<file path="src/rtl/program_loader.sv">
// program_loader: streams a length-prefixed program from a host byte channel
// into a ROM, verifies an 8-bit additive checksum, then releases the CPU.
//
// Host stream: N (0 = 256), N code bytes, checksum (sum of code bytes mod 256).
//
// Ports
//   clk, rst          single clock, synchronous active-high reset
//   start             load request (honoured in IDLE, RUNNING, ERR)
//   in_valid/in_data  host byte; in_ready accepts it
//   rstROM            ROM clear pulse (CLEAR)
//   edit/unit/code/send  ROM programming bus; send is the write strobe
//   cpu_rst, RUN      CPU reset pulse / continuous-run request
//   busy, done, error load status; count = code bytes written this load
module program_loader #(
  parameter logic [7:0] BASE_ADDR   = 8'h00,
  parameter int         SEND_CYCLES = 1
) (
  input  logic       clk,
  input  logic       rst,
  input  logic       start,
  input  logic       in_valid,
  input  logic [7:0] in_data,
  output logic       in_ready,
  output logic       rstROM,
  output logic       edit,
  output logic [7:0] unit,
  output logic [7:0] code,
  output logic       send,
  output logic       cpu_rst,
  output logic       RUN,
  output logic       busy,
  output logic       done,
  output logic       error,
  output logic [7:0] count
);

  typedef enum logic [3:0] {
    S_IDLE, S_CLEAR, S_LEN, S_DATA, S_WRITE, S_CHECK, S_CPURST, S_RUNNING, S_ERR
  } state_e;

  localparam logic [1:0] SEND_LAST = 2'(SEND_CYCLES - 1);

  state_e     state_q, state_d;
  logic [7:0] unit_q, unit_d, code_q, code_d, count_q, count_d;
  logic [7:0] sum_q, sum_d, len_q, len_d;
  logic [1:0] scnt_q, scnt_d;
  logic       in_ready_q, in_ready_d, rstrom_q, rstrom_d, edit_q, edit_d;
  logic       send_q, send_d, cpu_rst_q, cpu_rst_d, run_q, run_d;
  logic       busy_q, busy_d, done_q, done_d, error_q, error_d;
  logic       xfer;

  // in_ready_q always mirrors the current state, so this is the handshake.
  assign xfer = in_valid & in_ready_q;

  always_comb begin
    state_d = state_q;
    unit_d  = unit_q;
    code_d  = code_q;
    count_d = count_q;
    sum_d   = sum_q;
    len_d   = len_q;
    scnt_d  = scnt_q;
    case (state_q)
      S_IDLE, S_RUNNING, S_ERR: if (start) state_d = S_CLEAR;
      S_CLEAR: begin
        count_d = 8'h00;
        sum_d   = 8'h00;
        unit_d  = BASE_ADDR;
        state_d = S_LEN;
      end
      S_LEN: if (xfer) begin
        len_d   = in_data;
        state_d = S_DATA;
      end
      S_DATA: if (xfer) begin
        code_d  = in_data;
        sum_d   = sum_q + in_data;
        scnt_d  = 2'd0;
        state_d = S_WRITE;
      end
      S_WRITE: begin
        if (scnt_q == SEND_LAST) begin
          unit_d  = unit_q + 8'd1;
          count_d = count_q + 8'd1;
          // len 0 means 256: the 8-bit count wraps back to 0 after 256 writes.
          state_d = (count_d == len_q) ? S_CHECK : S_DATA;
        end else begin
          scnt_d = scnt_q + 2'd1;
        end
      end
      S_CHECK: if (xfer) state_d = (in_data == sum_q) ? S_CPURST : S_ERR;
      S_CPURST: state_d = S_RUNNING;
      default:  state_d = S_IDLE;
    endcase
  end

  // Outputs are decoded from the next state and registered, so they line up
  // with state_q and no input reaches an output combinationally.
  always_comb begin
    in_ready_d = (state_d == S_LEN) || (state_d == S_DATA) || (state_d == S_CHECK);
    rstrom_d   = (state_d == S_CLEAR);
    cpu_rst_d  = (state_d == S_CLEAR) || (state_d == S_CPURST);
    edit_d     = (state_d == S_DATA) || (state_d == S_WRITE);
    send_d     = (state_d == S_WRITE);
    run_d      = (state_d == S_RUNNING);
    done_d     = (state_d == S_RUNNING);
    error_d    = (state_d == S_ERR);
    busy_d     = (state_d != S_IDLE) && (state_d != S_RUNNING) && (state_d != S_ERR);
  end

  always_ff @(posedge clk) begin
    if (rst) begin
      state_q    <= S_IDLE;
      unit_q     <= BASE_ADDR;
      code_q     <= 8'h00;
      count_q    <= 8'h00;
      sum_q      <= 8'h00;
      len_q      <= 8'h00;
      scnt_q     <= 2'd0;
      in_ready_q <= 1'b0;
      rstrom_q   <= 1'b0;
      edit_q     <= 1'b0;
      send_q     <= 1'b0;
      cpu_rst_q  <= 1'b1;
      run_q      <= 1'b0;
      busy_q     <= 1'b0;
      done_q     <= 1'b0;
      error_q    <= 1'b0;
    end else begin
      state_q    <= state_d;
      unit_q     <= unit_d;
      code_q     <= code_d;
      count_q    <= count_d;
      sum_q      <= sum_d;
      len_q      <= len_d;
      scnt_q     <= scnt_d;
      in_ready_q <= in_ready_d;
      rstrom_q   <= rstrom_d;
      edit_q     <= edit_d;
      send_q     <= send_d;
      cpu_rst_q  <= cpu_rst_d;
      run_q      <= run_d;
      busy_q     <= busy_d;
      done_q     <= done_d;
      error_q    <= error_d;
    end
  end

  assign in_ready = in_ready_q;
  assign rstROM   = rstrom_q;
  assign edit     = edit_q;
  assign unit     = unit_q;
  assign code     = code_q;
  assign send     = send_q;
  assign cpu_rst  = cpu_rst_q;
  assign RUN      = run_q;
  assign busy     = busy_q;
  assign done     = done_q;
  assign error    = error_q;
  assign count    = count_q;

endmodule
</file>
<file path="config.mk">
export PLATFORM = sky130hd
export DESIGN_NAME = program_loader
export DESIGN_NICKNAME = d
export VERILOG_FILES = /design/src/rtl/program_loader.sv
export SDC_FILE = /design/constraint.sdc
export NUM_CORES = 1
export LEC_CHECK = 0
export BUFFER_PORTS_ARGS = -buffer_cell sky130_fd_sc_hd__buf_2
export CORE_AREA = 2 2 109 111
export CTS_BUF_LIST = sky130_fd_sc_hd__clkbuf_8
export CTS_CLUSTER_SIZE = 14
export DETAILED_ROUTE_END_ITERATION = 12
export DIE_AREA = 0 0 111 113
export GPL_ROUTABILITY_DRIVEN = 0
export PLACE_DENSITY_LB_ADDON = 0.05
export SETUP_SLACK_MARGIN = 0.5
export SLEW_MARGIN = 20
export SYNTH_ARGS = -nofsm -noshare
export SYNTH_HDL_FRONTEND = slang
export SYNTH_SLANG_ARGS = --single-unit
</file>
<file path="constraint.sdc">
create_clock -name clk -period 3.3 [get_ports clk]
set_clock_uncertainty 0.05 [all_clocks]
set_input_delay 0.495 -clock clk [delete_from_list [all_inputs] [get_ports clk]]
set_output_delay 0.495 -clock clk [all_outputs]
set_load 0.1 [all_outputs]
</file>
## Yosys cells after proc, flatten, opt, wreduce, memory -nomap -nowiden

Index checks and enable logic that the tools add are counted.

- Register bits after elaboration: 54
- Bits of input ports: 12
- Output and inout bits: 33
- Word-level logic and storage cells: 78

- $add $sub $neg: 4
- Equality and inequality tests: 23
- Muxes and demuxes: 17
- Bitwise logic cells: 1
- Reduce and logical (&&, ||, !) cells: 18

Operators with widths:

| operator | count |
|---|---|
| case mux 8 bit (2 select lines) | 3 |
| == test 4 x 3 -> 1 bit, second input constant | 8 |
| case mux 4 bit (7 select lines) | 1 |
| 2-to-1 mux 4 bit | 6 |
| 2-to-1 mux 8 bit | 3 |
| adder 8 x 1 -> 8 bit, second input constant | 2 |
| == test 4 x 2 -> 1 bit, second input constant | 4 |
| == test 8 bit | 2 |
| adder 8 bit | 1 |
| == test 4 x 1 -> 1 bit, second input constant | 2 |
| == test 4 bit, second input constant | 2 |
| AND reduction 2 bit | 4 |
| inequality test 2 bit, second input constant | 3 |
| nonzero test 2 bit | 3 |
| logical NOT 4 bit | 1 |
| logical OR 1 bit | 4 |
| 2-to-1 mux 2 bit | 2 |
| inequality test 4 x 3 -> 1 bit, second input constant | 1 |
| inequality test 4 bit, second input constant | 1 |
| case mux 2 bit (2 select lines) | 1 |
| nonzero test 4 bit | 1 |
| 2-to-1 mux 3 bit | 1 |
| AND reduction 3 bit | 1 |
| OR reduction 3 bit | 1 |
| 4 further kinds | 5 |

## Logic depth before layout (Yosys ltp)

- Word-level depth: 8
- Depth in mapped cells: 9
- Depth with buffers taken out: 9

## Worst setup path before layout

Ideal clock, no wire load.

- Path type: reg2reg
- Start point: reg count_q[0] (netlist: count[0])
- End point: reg in_ready_q (netlist: in_ready)
- Setup time: 0.067 ns
- Data arrival time: 3.078 ns
- Path slack: 0.105 ns
- Cell stages (with the launch flop): 9
- Clock period less this slack: 3.195 ns
- Cells stage by stage: dfxtp_1 -> ha_1 -> nand3_1 -> or3_1 -> a21o_1 -> a2111oi_4 -> a211oi_2 -> or3b_1 -> a21oi_2

- Longest elaborated chain between the ends: 8

Ends and longest elaborated chain:

| what | line | source |
|---|---|---|
| start: declaration | 44 | `logic [7:0] unit_q, unit_d, code_q, code_d, count_q, count_d;` |
| start signal: assignment | 133 | `count_q <= count_d;` |
| adder 8 x 1 -> 8 bit * | 84 | `count_d = count_q + 8'd1;` |
| == test 8 bit * | 86 | `state_d = (count_d == len_q) ? S_CHECK : S_DATA;` |
| 2-to-1 mux 3 bit * | 86 |  |
| 2-to-1 mux 4 bit * | 82 | `if (scnt_q == SEND_LAST) begin` |
| case mux 4 bit (7 select lines) * | 63 | `case (state_q)` |
| == test 4 x 2 -> 1 bit | 100 | `in_ready_d = (state_d == S_LEN) \|\| (state_d == S_DATA) \|\| (state_d == S_CHECK);` |
| logical OR 1 bit | 100 |  |
| logical OR 1 bit * | 100 |  |
| end signal: assignment | 137 | `in_ready_q <= in_ready_d;` |
| end: declaration | 47 | `logic in_ready_q, in_ready_d, rstrom_q, rstrom_d, edit_q, edit_d;` |

Every way passes the cells marked *; elsewhere a longest branch is shown, timed or not.
A chain may end at the register's enable or synchronous reset.

## Worst setup path in the final report

Ends and elaborated chain as after synthesis.

==> run summary <==
The DRC violations left came out at 0. The number of vias after detailed routing came out at 2,420. The floorplan core area is 0.0113 mm². By area the synthesized netlist is led by sky130_fd_sc_hd__dfxtp_1 39%, sky130_fd_sc_hd__nor2_1 7.4%, sky130_fd_sc_hd__a21oi_1 5.2%, sky130_fd_sc_hd__ha_1 4.5%, sky130_fd_sc_hd__nand2_1 4.3%. The floorplan step set the die height to between 100 and 150 µm.

Synthesis produced a netlist with a net count of roughly 360. The number of placed I/O pins came out at 45. The sink of the worst hold path is code[0]. On the worst path, the slowest cell contributes a delay of approximately 0.42 ns. The distinct cell type count of the synthesized netlist is between 50 and 60. The count of port buffers added during placement came out at 44. The die outline area is 0.0125 mm².

The floorplan die width came out at roughly 110 µm. In this run, CTS created clock tree buffers numbering 5. The analysis attributes to cell leakage a power of between 0.001 and 0.0015 µW. In this run the tightest slew margin relative to its limit is a little under three fifths. Including well taps, the total number of placed cells is a little over 500. The number of global-route vias before repair is between 2,000 and 2,500. The net total in the final layout came out at ~390.

The largest total area in the synthesized netlist belongs to sky130_fd_sc_hd__dfxtp_1. Power comes to 1180 µW. Summed over its instances, the top area cell type makes up about two fifths of the synthesized netlist area. Of all flip-flops after synthesis, the portion carrying an async set or reset was 0%. STA classifies the critical path startpoint as a register. The insertion delay of the later-clocked pin in the worst-skew pair came out at 0.32 ns. The root buffer cell is sky130_fd_sc_hd__clkbuf_8. The portion of the clock cycle consumed by the worst path in the final layout is between 70% and 80%. The worst register-to-register path begins at count[0]. Using the TritonRoute via totals, the vias-per-cell ratio works out to roughly 4.7.

The worst setup path is of the register to register kind. Yosys mapped a number of flops with a built-in enable equal to 0. The number of cell instances on the worst register-to-register path came out at 8.

The maximum clock insertion buffer count is 2. The slowest stage of the critical path is the sky130_fd_sc_hd__or3b_1 cell. The final-report setup violation count came out at 0. The worst-margin pin slew is about 0.65 ns.

The layout-stage area growth over the synthesis result came out at 16.5%. Clock-pin slew was measured on the worst setup and hold paths at 0.10 ns. The maximum fanout along the worst path came out at 7. The final worst hold slack is roughly 0.39 ns. The min-delay analysis places its worst path in the category input port to register. The number of antenna diodes is 0.

The H-tree generated during clock tree synthesis spans 2 levels. The buffering stage count on the worst path with inverters included is 0. The critical path data arrival time came out at 2.81 ns. Static timing analysis puts the maximum clock frequency at between 300 and 400 MHz.

The wire length per cell after detailed routing came out at between 10 and 15 µm. The required time of the worst setup path came out at around 3.5 ns. The post-route antenna net violation count came out at 0. The placed wire-length estimate came out at between 5000 and 6000 µm. The total iterations of the first detailed-routing run is 4. The synthesized cell area is approximately 0.0028 mm².

The worst hold path stage count is 3. Dividing total power by cell area gives a power density of around 370 mW/mm². The number of filler cells placed in the layout is between 1,000 and 1,500.

After the first detailed-routing iteration, the DRC count stood at 90. Entering global routing, the biggest net connects 35 pins. Dividing the synthesized area by the synthesized cell count gives between 8 and 9 µm². The total grt overflow is 0. The post-synthesis register bit count is 54. The final count of hold timing violations came out at 0. Across every metal layer, demand over resource in global routing totals 12.3%. The run finished with clean final reports. Setup repair after global routing left no endpoint under its margin.

The largest voltage drop on the vdd net is approximately 0.13 mV. Traced cell by cell, the critical path runs through ha_1 > nand3_2 > or3_1 > a21o_1 > a2111oi_4 > a211oi_2 > or3b_1 > a21oi_2. The initial antenna violation count is 0.

The final wirelength is about 7500 µm. In this run the most critical hold path is launched from in_data[0]. Leaving out fill and tap cells, the most frequent cell in the layout is sky130_fd_sc_hd__nor2_1. Leaving out fill and tap cells, the most frequent cells in the layout are 55 x sky130_fd_sc_hd__nor2_1, 48 x sky130_fd_sc_hd__dfxtp_1, 44 x sky130_fd_sc_hd__buf_2, 32 x sky130_fd_sc_hd__nand2_1, 29 x sky130_fd_sc_hd__a21oi_1. For this design, the CTS-stage hold fixing added 0 buffers. The max-slew violation count came out at 0.

The category of the worst setup path capture point is a register. For this configuration, the core starts out at a cell density of around a quarter. The portion of the post-synthesis area used by sequential elements came out at 39.0%. The number of instances in the synthesized netlist came out at approximately 330.

The number of warning messages in the yosys log came out at 0. The final cell count without fillers is between 500 and 600. The first global-routing pass estimated 12,400 µm of wire. Once the clock tree was built, the setup fixing pass inserted 0 buffers. The start point of the critical path is count[0]. The number of cell rows is 39.

In this run the critical register-to-register path is captured at in_ready. For this run, the leading register cell type out of synthesis is sky130_fd_sc_hd__dfxtp_1. The share of final-layout standard cells stronger than drive strength 1 came out at a little under a fifth.

TritonCTS built the clock tree. The tool flagged a number of max-cap violations equal to 0. The final critical-path required period came out at between 2 and 3 ns.

The register-to-register setup slack is approximately 0.7 ns. The kind of cell with the highest combined delay along the critical path is simple AND/OR/NAND/NOR gates. The number of clock sinks came out at 54. The post-route setup TNS is 0 ns.
## area by class of cell
type / instances / area, µm² / share of cell area (%)
repair buffers: 49 / 258 / 7.98
clock inverters: 3 / 11.3 / 0.349
inverters: 7 / 26.3 / 0.813
flip-flops and latches: 54 / 1090 / 33.8
multi-input cells: 254 / 1600 / 49.4
well taps: 143 / 179 / 5.54
clock buffers: 5 / 68.8 / 2.13
## worst register-to-register path, cell delays in order, from the launching register on
cell	delay, ns
sky130_fd_sc_hd__dfxtp_4	0.40
sky130_fd_sc_hd__ha_1	0.30
sky130_fd_sc_hd__nand3_2	0.19
sky130_fd_sc_hd__or3_1	0.39
sky130_fd_sc_hd__a21o_1	0.19
sky130_fd_sc_hd__a2111oi_4	0.30
sky130_fd_sc_hd__a211oi_2	0.18
sky130_fd_sc_hd__or3b_1	0.42
sky130_fd_sc_hd__a21oi_2	0.13
## stage by stage
step / util [%] / worst slack, ns / area (µm²)
floorplan: - / 0.512 / 2780
global route: 28.7 / 0.536 / 3230
CTS: 28.6 / 0.587 / 3230
detailed placement: 27.9 / 0.529 / 3150
finish: 28.7 / 0.692 / 3230
global placement: 27.9 / 0.534 / 3150
## logic make-up after synthesis
| group | synth area share (%) |
|---|---|
| simple gates | 24.9 |
| compound gates | 16.9 |
| flops | 39.0 |
| buf+inv | 3.65 |
| xor+xnor | 6.31 |
| mux | 4.06 |
| fa+ha+maj | 5.23 |
## what timing repair did
action,in CTS,in global routing
gates resized for setup,0,1
setup endpoints to repair,0,1
endpoints found under the hold margin,0,0
## synth_stat cells, types with 4 or more instances
cell type,number
sky130_fd_sc_hd__nor2_1,55
sky130_fd_sc_hd__dfxtp_1,54
sky130_fd_sc_hd__nand2_1,32
sky130_fd_sc_hd__a21oi_1,29
sky130_fd_sc_hd__nand3_1,15
sky130_fd_sc_hd__clkbuf_1,14
sky130_fd_sc_hd__xnor2_1,13
sky130_fd_sc_hd__ha_1,10
sky130_fd_sc_hd__mux2i_1,9
sky130_fd_sc_hd__o21ai_0,9
sky130_fd_sc_hd__inv_1,7
sky130_fd_sc_hd__xor2_1,7
sky130_fd_sc_hd__nand3b_1,6
sky130_fd_sc_hd__a31oi_1,5
sky130_fd_sc_hd__nand4_1,5
sky130_fd_sc_hd__nor3_1,5
sky130_fd_sc_hd__and3_1,4
sky130_fd_sc_hd__o21a_1,4
## sequential cells by signal, indices dropped and copies added (netlist names), 2 cells and up
name     count
code         8
count        8
len_q        8
sum_q        8
unit         8
state_q      4
scnt_q       2
## power by group
group | internal [µW] | switching (µW)
Sequential | 660 | 12.2
Clock | 143 | 226
Combinational | 36.5 | 104
Total | 839 | 341
## routing by layer
layer	track usage (%)	up-vias	part of all wire (%)
met2	20.2	41	45
met3	2.68	10	4.1
li1	-	1236	-
met4	3.83	0	1.5
met5	0	-	0
met1	16.3	1133	49
## worst max-delay path by stage
stage                          end  slack (ns)  depth (start not counted)
after floorplan           in_ready        0.51                          8
after global placement    sum_q[7]        0.53                          9
after detailed placement  sum_q[7]        0.53                          9
after CTS                 in_ready        0.59                          8
after global routing      in_ready        0.54                          8
final                     in_ready        0.69                          8
Note: power is estimated with default switching activity, not from simulation.
